File: src/rtl/dual_mem_port_arbiter.sv
// Shares one data-memory port between two MEM-stage instructions. Lone requests pass through
// in the same cycle. Conflicts are served inst1 then inst2, which costs one stall cycle.
module dual_mem_port_arbiter #(
   parameter int AW    = 8,
   parameter int CNT_W = 16
) (
   input  logic             clk,
   input  logic             reset,
   input  logic             mem_re_1,
   input  logic             mem_we_1,
   input  logic [AW-1:0]    addr_1,
   input  logic [31:0]      wdata_1,
   input  logic             mem_re_2,
   input  logic             mem_we_2,
   input  logic [AW-1:0]    addr_2,
   input  logic [31:0]      wdata_2,
   output logic [AW-1:0]    dm_addr,
   output logic [31:0]      dm_wdata,
   output logic             dm_re,
   output logic             dm_we,
   input  logic [31:0]      dm_rdata,
   output logic [31:0]      rdata_1,
   output logic [31:0]      rdata_2,
   output logic             stall_mem,
   output logic [CNT_W-1:0] conflict_cnt
);

   typedef enum logic {
      IDLE   = 1'b0,
      SECOND = 1'b1
   } state_t;

   state_t      state;
   logic [31:0] holdRdata;

   logic req1;
   logic req2;
   logic conflict;
   logic useInst1;
   logic useInst2;

   assign req1     = mem_re_1 | mem_we_1;
   assign req2     = mem_re_2 | mem_we_2;
   assign conflict = req1 & req2;

   // In SECOND the frozen inst1 request is still present but must not be replayed.
   assign useInst2 = (state == SECOND) || (!req1 && req2);
   assign useInst1 = (state == IDLE) && req1;

   always_comb begin
      dm_addr  = '0;
      dm_wdata = '0;
      dm_re    = 1'b0;
      dm_we    = 1'b0;
      if (useInst2) begin
         dm_addr  = addr_2;
         dm_wdata = wdata_2;
         dm_re    = mem_re_2;
         dm_we    = mem_we_2;
      end else if (useInst1) begin
         dm_addr  = addr_1;
         dm_wdata = wdata_1;
         dm_re    = mem_re_1;
         dm_we    = mem_we_1;
      end
      if (!reset) begin
         dm_re = 1'b0;
         dm_we = 1'b0;
      end
   end

   assign stall_mem = reset && (state == IDLE) && conflict;
   assign rdata_1   = (state == SECOND) ? holdRdata : dm_rdata;
   assign rdata_2   = dm_rdata;

   always_ff @(posedge clk or negedge reset) begin
      if (!reset) begin
         state        <= IDLE;
         holdRdata    <= '0;
         conflict_cnt <= '0;
      end else begin
         case (state)
            IDLE: begin
               if (conflict) begin
                  holdRdata <= dm_rdata;
                  state     <= SECOND;
                  if (conflict_cnt != '1) begin
                     conflict_cnt <= conflict_cnt + CNT_W'(1);
                  end
               end
            end
            SECOND:  state <= IDLE;
            default: state <= IDLE;
         endcase
      end
   end

endmodule

File: config.mk
export PLATFORM = sky130hd
export DESIGN_NAME = dual_mem_port_arbiter
export DESIGN_NICKNAME = d
export VERILOG_FILES = /design/src/rtl/dual_mem_port_arbiter.sv
export SDC_FILE = /design/constraint.sdc
export NUM_CORES = 1
export LEC_CHECK = 0
export CAP_MARGIN = 20
export CELL_PAD_IN_SITES_DETAIL_PLACEMENT = 0
export CELL_PAD_IN_SITES_GLOBAL_PLACEMENT = 1
export CORE_UTILIZATION = 21
export DETAILED_ROUTE_END_ITERATION = 8
export PLACE_DENSITY_LB_ADDON = 0.1
export SYNTH_ARGS = -nofsm -noshare
export SYNTH_HDL_FRONTEND = slang
export SYNTH_SLANG_ARGS = --single-unit
File: constraint.sdc
create_clock -name clk -period 1.59 [get_ports clk]
set_input_delay 0.318 -clock clk [delete_from_list [all_inputs] [get_ports clk]]
set_output_delay 0.318 -clock clk [all_outputs]
set_load 0.02 [all_outputs]
* Word-level counts from Yosys, hierarchy flattened
Cells that the tools add are included.
** Word-level totals
- Bits in registers :: 49
- Output and inout port bits :: 123
- Input bits :: 118
- Logic and storage cells :: 30
** Cells by class
- Reduce and logical (&&, ||, !) cells :: 8
- Add/sub/neg operators :: 1
- Bitwise gates (word level) :: 4
- Eq/ne operators :: 1
- Multiplexer cells :: 13
** Operators with widths (number)
- $mux W32 :: 3
- $add A16 B1 Y16 const B :: 1
- $mux W8 :: 2
- $ne A16 B16 Y1 const B :: 1
- $mux W1 :: 7
- $logic_and A1 B1 Y1 :: 4
- $reduce_and A3 Y1 :: 1
- $or A1 B1 Y1 :: 2
- $pmux W1 S2 :: 1
- $reduce_and A2 Y1 :: 1
- $and A1 B1 Y1 :: 1
- $logic_not A1 Y1 :: 1
- $logic_or A1 B1 Y1 :: 1
- $not A1 Y1 :: 1

* Longest topological paths before layout
- Depth after elaboration :: 6
- Gate-level depth with buffers :: 7
- Mapped depth without buffers :: 5

* Worst setup path before layout
Ideal clock, no wire load.
- Kind :: flip-flop to output port
- Start :: reg state
- End :: out dm_we
- Buffers on the path :: 2
- Arrival :: 1.466 ns
- Required time :: 1.272 ns
- Setup slack :: -0.194 ns
- Cell stages (with the launch flop) :: 5
- Cell sequence :: dfrtp_1 -> buf_2 -> buf_1 -> o21ai_0 -> a21boi_0
** Between the ends
- Longest elaborated chain between the ends :: 5
- Elaborated cells on any way between the ends :: 6
** RTL lines
- start, declared :: line 33 : state_t state;
- start signal, assigned :: line 78 : state <= IDLE;
- start signal, assigned :: line 86 : state <= SECOND;
- start signal, assigned :: line 92 : SECOND: state <= IDLE;
- $not A1 Y1
- $logic_and A1 B1 Y1 :: line 48 : assign useInst1 = (state == IDLE) && req1;
- $mux W1 :: line 60 : end else if (useInst1) begin
- $mux W1 * :: line 55 : if (useInst2) begin
- $mux W1 * :: line 66 : if (!reset) begin
- end, declared :: line 20 : output logic dm_we,
Mark *: on every way between the ends. The rest lies on a longest branch, timed or not.

* Final worst setup path
- Start :: reg state
- End :: out dm_wdata[10]
** Between the ends
- Longest elaborated chain between the ends :: 4
- Elaborated cells on any way between the ends :: 5
** RTL lines
- $not A1 Y1
- $logic_and A1 B1 Y1 :: line 48
- $mux W32 :: line 60
- $mux W32 * :: line 55
- end, declared :: line 18 : output logic [31:0] dm_wdata,
Marks and branches as above.

==> flow_summary.rst <==
.. list-table::
   :header-rows: 1

   * - Metric
     - Value
   * - Outcome
     - finished, violations left
   * - Violated checks
     - negative setup slack
   * - Main area contributors after synthesis
     - dfrtp_1, nand2_1, mux2_2
   * - Slowest CP cell
     - dfrtp_2
   * - Setup repair after global routing missed its margin
     - yes
   * - Number of distinct library cells after synthesis
     - 38
   * - Power density over cell area
     - 865 nW/um2
   * - Slew at the pin closest to its max-slew limit
     - ~0.32 ns
   * - Pre-CTS setup slack
     - -0.904 ns
   * - Cell family with most CP delay
     - buffers and inverters
   * - Fraction of registers with async set/reset
     - 100%
   * - Violation count after the first detailed-route iteration
     - around 120
   * - Maximum number of pins on one net before global-route repair
     - 19
   * - Number of nets in the layout
     - 750
   * - Number of vias per cell after detailed routing
     - between 4 and 5
   * - Antenna Cells
     - 0
   * - Layout overhead on the synthesized area
     - 130%
   * - Most common library cell in the layout ignoring fill and taps
     - clkdlybuf4s50_1
   * - Clock root cell
     - clkbuf_16
   * - Max-slew headroom at the worst pin
     - about four fifths
   * - Delay of the slowest critical-path stage
     - between 0.4 and 0.5 ns
   * - Number of detailed-route iterations in the first pass
     - 4
   * - Maximum clock frequency
     - roughly 500 MHz
   * - Clock input transition at the sequential cells of the worst setup and hold paths
     - 0.06 ns
   * - Routed WL per cell
     - roughly 17 um
   * - Cell chain of the critical path
     - buf_4 -> nor2_4 -> nor2_4 -> buf_4 -> buf_12 -> a22o_4 -> buf_6
   * - Total global routing track utilization
     - between 10% and 20%
   * - Part of the total power dissipated in the clock network
     - between 10% and 20%
   * - Post-synth design cell area
     - around 3100 um2
   * - # DRC
     - 0
   * - Period utilisation layout
     - 126%
   * - Share of power burned in combinational logic
     - a little under three fifths
   * - Buf+Inv Stages, Crit Path
     - 4
   * - Critical path start-end classification
     - reg -> out
   * - Peak supply drop
     - between 0.4 and 0.5 mV
   * - Total via count after detailed routing
     - between 3,000 and 4,000
   * - Total core area
     - about 14,000 um2
   * - Clock skew
     - about 0.0058 ns
   * - Clock insertion delay at the later pin of the skew report
     - between 0.2 and 0.3 ns
   * - Endpoints failing setup
     - 121
   * - Nets in the synthesized netlist
     - approximately 460
   * - Top FF cell, synth
     - dfrtp_1
   * - CTS sink count
     - between 40 and 50
   * - Area share of the largest cell type after synthesis
     - roughly two fifths
   * - Hold WC Path Type
     - in -> async
   * - Fin. max-slew vios
     - 0
   * - Global-route wire length before repair
     - between 20,000 and 25,000 um
   * - Starting density of the core
     - between 20 and 25%
   * - Floorplan row count
     - between 40 and 50
   * - Width of the chip
     - 124 um
   * - Critical Path Fanout Max
     - 8
   * - TritonCTS clock tree
     - done
   * - Number of top-level pins
     - roughly 240
   * - Routability cong.
     - roughly 0.74
   * - Required time at the endpoint of the critical path
     - about 1.3 ns
   * - Largest area contributor in the synthesized netlist
     - dfrtp_1
   * - Number of violations of the max-capacitance limit
     - 0
   * - Leakage
     - between 3 and 4 nW
   * - Switching Fraction
     - 35.1%
   * - Final worst-path setup slack
     - -0.412 ns
   * - Cell internal power dissipation
     - around 4 mW
   * - Initial antenna violation count
     - 0
   * - Post-layout min period
     - 2.00 ns
   * - Die outline area
     - roughly 15,000 um2
   * - Yosys warning total
     - 0
   * - Vias in the first global route
     - approximately 3,600
   * - Inserted Clock Buffers
     - 5
   * - H-tree Lvls
     - 2
   * - Final cell utilization of the core
     - between 40 and 50%
   * - Switching pwr
     - around 2.2 mW
   * - Arrival time worst endpoint
     - 1.68 ns
   * - Die Ht
     - 124 um
   * - Final HPWL DP
     - 9250 um
   * - Critical path startpoint category
     - register
   * - TNS Setup
     - -33.47 ns
   * - Cell count after synthesis
     - between 300 and 400
   * - Endpoints failing hold
     - 0
   * - Number of flops mapped to enable cells by yosys
     - 0
   * - Sequential share of power
     - around 27%
   * - Worst-case clock buffer depth
     - 2
   * - # port buffers
     - 240
   * - Antenna-violating nets left
     - 0
   * - Share of layout cells above drive strength 1
     - about two fifths
   * - Part of the Yosys area used for sequential elements
     - between 30% and 40%
   * - Post-Syn Area per Cell
     - between 9 and 10 um2
   * - Overflow left after global routing
     - 0
   * - Kind of end point of the critical path
     - output port
   * - Overall routed net length
     - ~14,000 um
   * - Most frequent cells in the layout
     - clkdlybuf4s50_1, nand2_1, buf_6
   * - Hold slack
     - about 0.11 ns
   * - FF+latch count, synth
     - a little under 50
   * - Hold buffer count at CTS
     - 0
state kept, by name (all words and copies together), names as in the netlist:
| signal | cells |
|---|---|
| conflict_cnt | 16 |
| holdRdata | 32 |
| state | 1 |
path summary, 6_finish.rpt:
path	startpoint	endpoint	slack [ns]	cells past startpoint
min in group clk	holdRdata[4]	holdRdata[4]	0.48	2
setup reg to reg	state	holdRdata[30]	-0.29	12
hold / removal	reset	holdRdata[7]	0.11	2
hold reg to reg	holdRdata[4]	holdRdata[4]	0.48	2
max in group asynchronous	reset	state	1.25	2
setup / recovery	state	dm_wdata[10]	-0.41	7
stage by stage:
step	instance area, um2	power (mW)	cells
finish	7140	6.17	815
global placement	5870	4.36	770
floorplan	3110	2.95	340
CTS	6600	5.86	810
detailed placement	5870	4.38	770
global route	7140	6.52	815
cells by family (layout without fill, tap and decap cells):
| logic type | after synthesis | in the layout | share of synthesized area [%] |
|---|---|---|---|
| buf+inv | 54 | 345 | 10.8 |
| fa+ha+maj | 1 | 1 | 0.403 |
| mux | 34 | 34 | 12.3 |
| simple gates | 135 | 135 | 19.0 |
| compound gates | 55 | 55 | 14.6 |
| flops | 49 | 49 | 39.5 |
| xor+xnor | 12 | 12 | 3.38 |
layer usage:
metal	track usage, %	vias up	share of wire [%]
met4	2.64	0	0.23
met1	24.9	1732	46
met3	3.66	2	4.7
li1	-	1741	-
met5	0	-	0
met2	28.5	89	50
worst reg2reg max path: cells and delay by family (launching register included):
kind | cells | cell delay (ns)
buf+inv | 8 | 1.00
flops | 1 | 0.42
compound gates | 1 | 0.19
simple gates | 3 | 0.17
power groups by stage:
stage          Combinational [mW]  Sequential (mW)  Clock (mW)
3_5_place_dp                 2.70             1.68           0
3_3_place_gp                 2.68             1.68           0
6_report                     3.42             1.69        1.07
2_1_floorplan                1.20             1.74           0
4_1_cts                      3.09             1.67        1.10
5_1_grt                      3.64             1.72        1.15
synth_stat cells, types with 2 or more instances:
cell	number
nor3_1	4
nand4_1	5
xor2_1	9
clkbuf_1	8
a21oi_1	3
or2_2	2
and2_1	2
and3_1	3
nand2_1	101
dfrtp_1	49
nor2_1	4
mux2_2	33
a22o_1	40
nand3_1	6
buf_4	33
a211oi_1	3
o21ai_0	3
xnor2_1	3
buf_1	3
buf_2	8
repair_timing:
action,in CTS,in global routing
buffers inserted,19,5
resized for setup,476,138
endpoints found under the setup margin,171,129
gates cloned,14,0
pin swaps,22,29
cell type report:
| cell class | count | area (um2) |
|---|---|---|
| clock buffers | 7 | 143 |
| inverters | 2 | 20.0 |
| fillers | 1372 | 7340 |
| multi-input cells | 237 | 1910 |
| repair buffers | 336 | 3600 |
| well taps | 184 | 230 |
| flip-flops and latches | 49 | 1230 |
(Power assumes the default switching activity.)
